**src/rtl/adc_mux_pkg.sv**
```systemverilog
// rtl/adc_mux_pkg.sv - FSM state encoding and select-width helper for adc_stream_mux
package adc_mux_pkg;

  typedef logic [1:0] state_t;

  localparam state_t ST_IDLE = 2'd0;
  localparam state_t ST_PKT  = 2'd1;
  localparam state_t ST_SYNC = 2'd2;

  function automatic int sel_width(input int n);
    return (n <= 2) ? 1 : $clog2(n);
  endfunction

endpackage

```
**src/rtl/adc_sel_sync.sv**
```systemverilog
// rtl/adc_sel_sync.sv - two-flop synchroniser for a quasi-static multi-bit select
module adc_sel_sync #(
  parameter int W = 2
) (
  input  logic         clk,
  input  logic         rst_n,
  input  logic [W-1:0] d,
  output logic [W-1:0] q
);

  logic [W-1:0] s1;

  always_ff @(posedge clk or negedge rst_n) begin
    if (!rst_n) begin
      s1 <= '0;
      q  <= '0;
    end else begin
      s1 <= d;
      q  <= s1;
    end
  end

endmodule

```
**src/rtl/adc_stream_mux.sv**
```systemverilog
// rtl/adc_stream_mux.sv - packet-aligned ADC source mux; switches source only between packets.
// Optional packet counter port pkt_cnt enabled by macro ADC_STREAM_MUX_PKT_CNT_EN.
module adc_stream_mux
  import adc_mux_pkg::*;
#(
  parameter  int NUM_CH = 4,
  parameter  int LANES  = 2,
  parameter  int DATA_W = 16,
  localparam int SEL_W  = sel_width(NUM_CH)
) (
  input  logic                           clk,
  input  logic                           rst_n,
  input  logic [SEL_W-1:0]               mux_sel,
  input  logic [NUM_CH*LANES*DATA_W-1:0] in_data,
  input  logic [NUM_CH*LANES-1:0]        in_sop,
  input  logic [NUM_CH*LANES-1:0]        in_eop,
  input  logic [NUM_CH*LANES-1:0]        in_valid,
  output logic [LANES*DATA_W-1:0]        out_data,
  output logic [LANES-1:0]               out_sop,
  output logic [LANES-1:0]               out_eop,
  output logic [LANES-1:0]               out_valid,
  output logic [SEL_W-1:0]               cur_sel,
  output logic                           sel_err
`ifdef ADC_STREAM_MUX_PKT_CNT_EN
  ,
  output logic [31:0]                    pkt_cnt
`endif
);

  localparam logic [SEL_W:0] NUM_CH_V = NUM_CH[SEL_W:0];

  logic [SEL_W-1:0] sel_s2;
  logic             sel_legal;

  adc_sel_sync #(.W(SEL_W)) u_sel_sync (
    .clk   (clk),
    .rst_n (rst_n),
    .d     (mux_sel),
    .q     (sel_s2)
  );

  assign sel_legal = ({1'b0, sel_s2} < NUM_CH_V);

  // Per-source views of the flat input buses so the select can index them directly.
  logic [DATA_W-1:0] dat_arr [NUM_CH][LANES];
  logic [LANES-1:0]  val_arr [NUM_CH];
  logic [LANES-1:0]  sop_arr [NUM_CH];
  logic [LANES-1:0]  eop_arr [NUM_CH];

  always_comb begin
    for (int c = 0; c < NUM_CH; c++) begin
      val_arr[c] = in_valid[c*LANES +: LANES];
      sop_arr[c] = in_sop[c*LANES +: LANES];
      eop_arr[c] = in_eop[c*LANES +: LANES];
      for (int l = 0; l < LANES; l++) begin
        dat_arr[c][l] = in_data[(c*LANES+l)*DATA_W +: DATA_W];
      end
    end
  end

  logic [DATA_W-1:0] beat_data [LANES];
  logic [LANES-1:0]  beat_val;
  logic [LANES-1:0]  beat_sop;
  logic [LANES-1:0]  beat_eop;

  assign beat_data = dat_arr[cur_sel];
  assign beat_val  = val_arr[cur_sel];
  assign beat_sop  = sop_arr[cur_sel];
  assign beat_eop  = eop_arr[cur_sel];

  state_t state;
  state_t nxt_state;
  logic   fwd;
  logic   load_sel;

  // Framing is judged on lane 0 only; the other lanes ride along.
  always_comb begin
    fwd       = 1'b0;
    load_sel  = 1'b0;
    nxt_state = state;
    case (state)
      ST_IDLE: begin
        if (sel_legal && (sel_s2 != cur_sel)) begin
          load_sel  = 1'b1;
          nxt_state = ST_SYNC;
        end else begin
          fwd = 1'b1;
          if (beat_val[0] && beat_sop[0] && !beat_eop[0]) begin
            nxt_state = ST_PKT;
          end
        end
      end
      ST_PKT: begin
        fwd = 1'b1;
        if (beat_val[0] && beat_eop[0]) begin
          nxt_state = ST_IDLE;
        end
      end
      ST_SYNC: begin
        if (beat_val[0] && beat_sop[0]) begin
          fwd       = 1'b1;
          nxt_state = beat_eop[0] ? ST_IDLE : ST_PKT;
        end
      end
      default: nxt_state = ST_SYNC;
    endcase
  end

  always_ff @(posedge clk or negedge rst_n) begin
    if (!rst_n) begin
      state     <= ST_SYNC;
      cur_sel   <= '0;
      sel_err   <= 1'b0;
      out_data  <= '0;
      out_sop   <= '0;
      out_eop   <= '0;
      out_valid <= '0;
    end else begin
      state   <= nxt_state;
      sel_err <= !sel_legal;
      if (load_sel) begin
        cur_sel <= sel_s2;
      end
      if (fwd) begin
        out_valid <= beat_val;
        out_sop   <= beat_val & beat_sop;
        out_eop   <= beat_val & beat_eop;
      end else begin
        out_valid <= '0;
        out_sop   <= '0;
        out_eop   <= '0;
      end
      // Lanes without a valid beat keep their previous sample.
      for (int l = 0; l < LANES; l++) begin
        if (fwd && beat_val[l]) begin
          out_data[l*DATA_W +: DATA_W] <= beat_data[l];
        end
      end
    end
  end

`ifdef ADC_STREAM_MUX_PKT_CNT_EN
  always_ff @(posedge clk or negedge rst_n) begin
    if (!rst_n) begin
      pkt_cnt <= '0;
    end else if (fwd && beat_val[0] && beat_eop[0]) begin
      pkt_cnt <= pkt_cnt + 32'd1;
    end
  end
`endif

endmodule

```
**config.mk**
```make
export PLATFORM = sky130hd
export DESIGN_NAME = adc_stream_mux
export DESIGN_NICKNAME = d
export VERILOG_FILES = /design/src/rtl/adc_mux_pkg.sv /design/src/rtl/adc_sel_sync.sv /design/src/rtl/adc_stream_mux.sv
export SDC_FILE = /design/constraint.sdc
export NUM_CORES = 1
export LEC_CHECK = 0
export ABC_AREA = 0
export BUFFER_PORTS_ARGS = -buffer_cell sky130_fd_sc_hd__buf_2
export CAP_MARGIN = 0
export CORE_UTILIZATION = 25
export DETAILED_ROUTE_END_ITERATION = 7
export GPL_TIMING_DRIVEN = 0
export SYNTH_ARGS = -nofsm -noshare
export SYNTH_HDL_FRONTEND = slang
export SYNTH_SLANG_ARGS = --single-unit
```
**constraint.sdc**
```tcl
create_clock -name clk -period 2.6 [get_ports clk]
set_input_delay 0.52 -clock clk [delete_from_list [all_inputs] [get_ports clk]]
set_output_delay 0.52 -clock clk [all_outputs]
set_load 0.02 [all_outputs]
```
; ---- Yosys cells after proc, flatten, opt, wreduce, memory -nomap -nowiden
; Index checks and enable logic that the tools add are counted.
[classes]
mux = 26
n_lt_le_gt_ge = 1
eq_ne = 6
n_reduce_logical = 8
bitwise_logic = 3
[op_table]
columns = operator, n
row1 = $bmux W32 S2, 1
row2 = $mux W32, 2
row3 = $mux W2, 13
row4 = $bmux W2 S2, 3
row5 = $pmux W2 S3, 1
row6 = $logic_and A1 B1 Y1, 5
row7 = $mux W1, 5
row8 = $and A2 B2 Y2, 2
row9 = $ne A2 B2 Y1 const B, 2
row10 = $ge A3 B3 Y1 const B, 1
row11 = $ne A3 B3 Y1 const B, 1
row12 = $not A2 Y3, 1
row13 = $pmux W1 S3, 1
row14 = $reduce_and A3 Y1, 1
row15 = $eq A2 B1 Y1 const B, 1
row16 = $eq A2 B2 Y1 const B, 1
row17 = $logic_not A2 Y1, 1
row18 = $ne A2 B2 Y1, 1
row19 = $logic_not A1 Y1, 1
[totals]
register_bits = 46
wordCells = 53
input_bits = 156
out_inout_bits = 41

; ---- Longest topological paths before layout
[logic_depth]
ltp_word = 9
ltp_mapped = 7

; ---- Modules after synthesis
; A second synthesis with hierarchy kept.
[unflattened]
cells_unflattened = 155
area_unflattened_um2 = 2682.6
[modules_own_cells]
columns = mod, seq_area_each_um2, area_per_inst_um2, cells_each, instances
row1 = adc_stream_mux, 1052.3, 2582.5, 151, 1
row2 = adc_sel_sync, 100.1, 100.1, 4, 1

; ---- Worst setup path after synthesis
; OpenSTA, ideal clock, no wires.
[synth_timing]
path_kind = register to register
from = register cur_sel[0]
to = register out_data[25]
path_buffers = 2
t_required_ps = 2475
slack_ps = 483
period_less_slack_ps = 2117
path_stages_with_launch = 7
t_arrival_ps = 1992
cell_sequence = dfrtp_1 buf_6 mux4_2 a21o_1 nand4_4 buf_12 mux2_4
[synth_via]
elab_chain_len = 8
word_cells_on_any_way = 16
cone_classes = eq/ne: 1 / mux: 12 / bitwise: 1 / reduce/logical: 2
[synth_rtl]
columns = element, line
row1 = "start, declared", adc_stream_mux.sv:22  ; output logic [SEL_W-1:0] cur_sel,
row2 = "start signal, assigned", adc_stream_mux.sv:122  ; cur_sel <= sel_s2;
row3 = $not A2 Y3 (not written as such), "adc_stream_mux.sv:66, adc_stream_mux.sv:67, adc_stream_mux.sv:68"
row4 = "$bmux W2 S2, on equally long branches", "adc_stream_mux.sv:67, adc_stream_mux.sv:68"
row5 = "$mux W2, on equally long branches (2 in a row)", "adc_stream_mux.sv:67, adc_stream_mux.sv:68"
row6 = $logic_and A1 B1 Y1, adc_stream_mux.sv:100  ; if (beat_val[0] && beat_sop[0]) begin
row7 = $mux W1, adc_stream_mux.sv:100
row8 = $pmux W1 S3, adc_stream_mux.sv:81  ; case (state)
row9 = $logic_and A1 B1 Y1, adc_stream_mux.sv:135  ; if (fwd && beat_val[l]) begin
row10 = "end signal, assigned by index", adc_stream_mux.sv:136  ; out_data[l*DATA_W +: DATA_W] <= beat_data[l];
row11 = "end, declared", adc_stream_mux.sv:18  ; output logic [LANES*DATA_W-1:0] out_data,
; Several ways; a longest one is shown, not always the timed one. The select of a mux whose other input is x is not followed.
; A chain may end at the register's enable or synchronous reset.

; ---- Worst setup path after layout
[layout_timing]
from = register cur_sel[0]
to = register out_data[14]
; Same word-level chain as after synthesis.

==> results.toml <==
[setup_path]
critPathCaptureType = "register"
critical_path.max_fanout = 10
crit_buf_inv = 2
crit_path_cell_trace = "buf_6, mux4_2, o2111ai_4, buf_6, mux2_2"
timing.critical_path.arrival_ns = 2.32
worstSetupPathType = "register to register"
cp_slowest_cell = "sky130_fd_sc_hd__mux4_2"
critical-path-top-cell-by-count = "sky130_fd_sc_hd__buf_6"
worst_ep_required_ns = 2.79
critical-path-max-stage-delay_ns = 0.55
critPathTopFamily = "multiplexers"
crit_path_start_kind = "register"

[synthesis]
synth-adder-area-share_pct = 0
synth_seq_cells = 46
synthSimpleGateAreaFrac_pct = 2.565
netlist_top_cells_area = "sky130_fd_sc_hd__dfrtp_1, sky130_fd_sc_hd__mux4_2, sky130_fd_sc_hd__mux2_2, sky130_fd_sc_hd__mux2_4, sky130_fd_sc_hd__buf_6"
synth_compound_area_share_pct = 2.519
synth_xor_area_share_pct = 0.6530
synth.cell_area_sq_um = 2683
yosysWarnings = 0
synth_sequential_area_ratio_pct = 42.96
count_of_mapped_cells_out_of_synthesis = 155
synth_nets = 311
synth_top_family_by_area = "multiplexers"
muxShareOfSynthArea_pct = 47.15
yosysUniqueCellTypes = 25
synthesis.area_per_instance_sq_um = 17.31
synth_largest_type_area_fraction_pct = 41.98
yosysTopAreaCell = "sky130_fd_sc_hd__dfrtp_1"

[power]
leakage_power_of_the_design_nw = 1.937
power.internal_mw = 2.840
switching_power_mw = 1.847
combinationalPowerShare_pct = 63.0
sequential_cell_fraction_of_total_power_pct = 26.4
pwrdens_nw_per_um2 = 1191
power.switching_fraction_pct = 39.40
irDropWorstVdd_mv = 0.4565
clockPowerShare_pct = 10.7

[die]
core_footprint_sq_um = 10370
dieWidth_um = 105.6
floorplan.die.height_um = 105.6
rows = 37
design.portCount = 197
start_util_pct = 25.87
dieArea_sq_um = 11150

[clocking]
cts.sink_count = 46
clock_tree.buffer_depth = 2
clock_tree_from_tritoncts = "yes"
hold_buf_count_cts = 0
clock_latency_ns = 0.30
cts_root_buffer = "sky130_fd_sc_hd__clkbuf_8"
deepest_level_of_the_cts_h_tree = 2
clkTransAtPathRegs_ns = 0.09
post_cts.repair.setup_buffers = 0
post_cts_resized = 0
total_clock_buffers_created_by_cts = 5

[placement]
port_buffers = 195
routabilityCongestion = 0.7632
detailed_place.area_sq_um = 3829
placedCellCount = 486
place.detailed.hpwl_mm = 5.897

[detailed_routing]
wl_per_cell_um = 14.82
num_vias = 2240
initialDrtViolationCount = 68
route.detailed.drc = 0
vias_per_cell = 4.534
routed_wl_mm = 7.323
final_antenna_net_count = 0
total_iterations_of_the_first_detailed_routing_run = 4

[hold_path]
min_delay_worst_type = "input port to register"

[sta]
max_freq_mhz = 470.7
final.period_utilization_pct = 81.72
tightestPinTransition_ns = 1.060
drv_slew = 0
timing.slew.headroom_pct = 29.33
clock_skew_ns = 0.01119
hold_violations = 0
setup_violations = 0
layout_min_cycle_time_ns = 2.125
tns_ns = 0
rsz0062_at_grt = "no"

[global_route]
grt_start_max_net_pins = 47
grt_pass1_wl_mm = 11.60
globalRouteOverflowTotal = 0
vias_in_the_first_global_route = 2350
antenna_violations_before_repair = 0
grtUsageTotal_pct = 13.55

[flow_run]
max_capacitance_violation_total = 0

[finish]
nNetsFinal = 513
antenna_cells_inserted = 0
area_growth_pct = 46.64
stdcell_area_sq_um = 3934
final_cells = 494
ratio_of_cells_with_drive_above_1_in_the_final_layout_pct = 80.45

[status]
status = "finished, final reports clean"
[worst register-to-register path: stages, from the launching register on]
cell	delay, ns
sky130_fd_sc_hd__dfrtp_1	0.37
sky130_fd_sc_hd__buf_6	0.13
sky130_fd_sc_hd__mux4_2	0.55
sky130_fd_sc_hd__o2111ai_4	0.41
sky130_fd_sc_hd__buf_6	0.22
sky130_fd_sc_hd__mux2_2	0.34
[kinds of logic (layout without fill, tap and decap cells)]
group / count (synthesis) / after routing
mux: 72 / 72
flops: 46 / 46
buf+inv: 16 / 219
simple gates: 12 / 12
compound gates: 6 / 6
xor+xnor: 2 / 2
other cells: 1 / 1
[Yosys cell counts]
cell	number
sky130_fd_sc_hd__mux2_4	7
sky130_fd_sc_hd__buf_1	1
sky130_fd_sc_hd__mux2_2	27
sky130_fd_sc_hd__xor2_1	2
sky130_fd_sc_hd__conb_1	1
sky130_fd_sc_hd__nand2_1	5
sky130_fd_sc_hd__o31ai_1	1
sky130_fd_sc_hd__nor2_1	3
sky130_fd_sc_hd__dfrtp_1	45
sky130_fd_sc_hd__buf_6	3
sky130_fd_sc_hd__nand4_4	1
sky130_fd_sc_hd__dfstp_2	1
sky130_fd_sc_hd__a21o_1	1
sky130_fd_sc_hd__buf_2	4
sky130_fd_sc_hd__a21oi_1	1
sky130_fd_sc_hd__nand3_1	1
sky130_fd_sc_hd__clkbuf_1	2
sky130_fd_sc_hd__mux4_2	38
sky130_fd_sc_hd__o21ai_4	1
sky130_fd_sc_hd__buf_4	1
sky130_fd_sc_hd__buf_12	1
sky130_fd_sc_hd__inv_1	4
sky130_fd_sc_hd__o2111ai_4	1
sky130_fd_sc_hd__o21ai_0	1
sky130_fd_sc_hd__nor2b_1	2
[layout by cell type, fill, tap and decap left out, drive strengths merged]
cell type  instances
clkbuf             9
nor2b              2
o31ai              1
xor2               2
nand4              1
clkinv             1
nand2              5
dfrtp             45
mux4              38
dfstp              1
mux2              34
o2111ai            1
o21ai              2
conb               1
nor2               3
a21o               1
inv                4
buf              205
a21oi              1
nand3              1
[per-stage QoR]
stage	worst slack [ns]	hold slack, ns	utilization (%)	power (mW)
6_report	0.4753	0.3231	37.93	4.687
5_1_grt	0.3479	0.3040	37.93	5.024
4_1_cts	0.4306	0.3081	37.93	4.804
3_5_place_dp	0.3377	0.3402	36.92	4.283
3_3_place_gp	0.3451	0.3411	36.92	4.216
2_1_floorplan	0.4833	0.2244	-	3.464
[state kept, by name, summed over array words and instances (netlist names)]
name / count
u_sel_sync.s1: 2
out_valid: 2
out_sop: 2
out_eop: 2
cur_sel: 2
out_data: 32
state: 2
u_sel_sync.q: 2
[area by class of cell]
class	count	area, sq um
Clock inverter	1	8.758
Timing Repair Buffer	195	975.9
Inverter	4	15.01
Fill cell	1050	6436
Sequential cell	46	1152
Tap cell	136	170.2
Clock buffer	7	96.34
Buffer	12	92.59
Multi-Input combinational cell	93	1423
[final timing paths]
check / from / endpoint / slack, ns / depth (start not counted)
worst max-delay path: cur_sel[0] / out_data[14] / 0.48 / 5
worst min-delay path: mux_sel[0] / u_sel_sync.s1[0] / 0.32 / 1
worst max register to register: cur_sel[0] / out_data[14] / 0.48 / 5
worst min register to register: u_sel_sync.s1[1] / u_sel_sync.q[1] / 0.36 / 0
max in group asynchronous: rst_n / out_data[25] / 1.54 / 1
min in group asynchronous: rst_n / out_data[9] / 0.41 / 1
[per-layer routing]
layer  share of wire (%)  track usage (%)  wire length [um]
met1                  40            16.19              2913
met2                  51            24.25              3742
met3                 8.0            3.154               585
met4                 1.1            3.869                82
met5                   0                0                 0
[power groups by stage]
| stage | Combinational [mW] | Clock (mW) | Sequential, mW |
|---|---|---|---|
| 2_1_floorplan | 1.84 | 0 | 1.63 |
| 3_3_place_gp | 2.98 | 0 | 1.23 |
| 3_5_place_dp | 3.03 | 0 | 1.25 |
| 4_1_cts | 3.03 | 0.530 | 1.24 |
| 5_1_grt | 3.19 | 0.555 | 1.28 |
| 6_report | 2.95 | 0.499 | 1.24 |
Power figures use the tool's default switching activity.
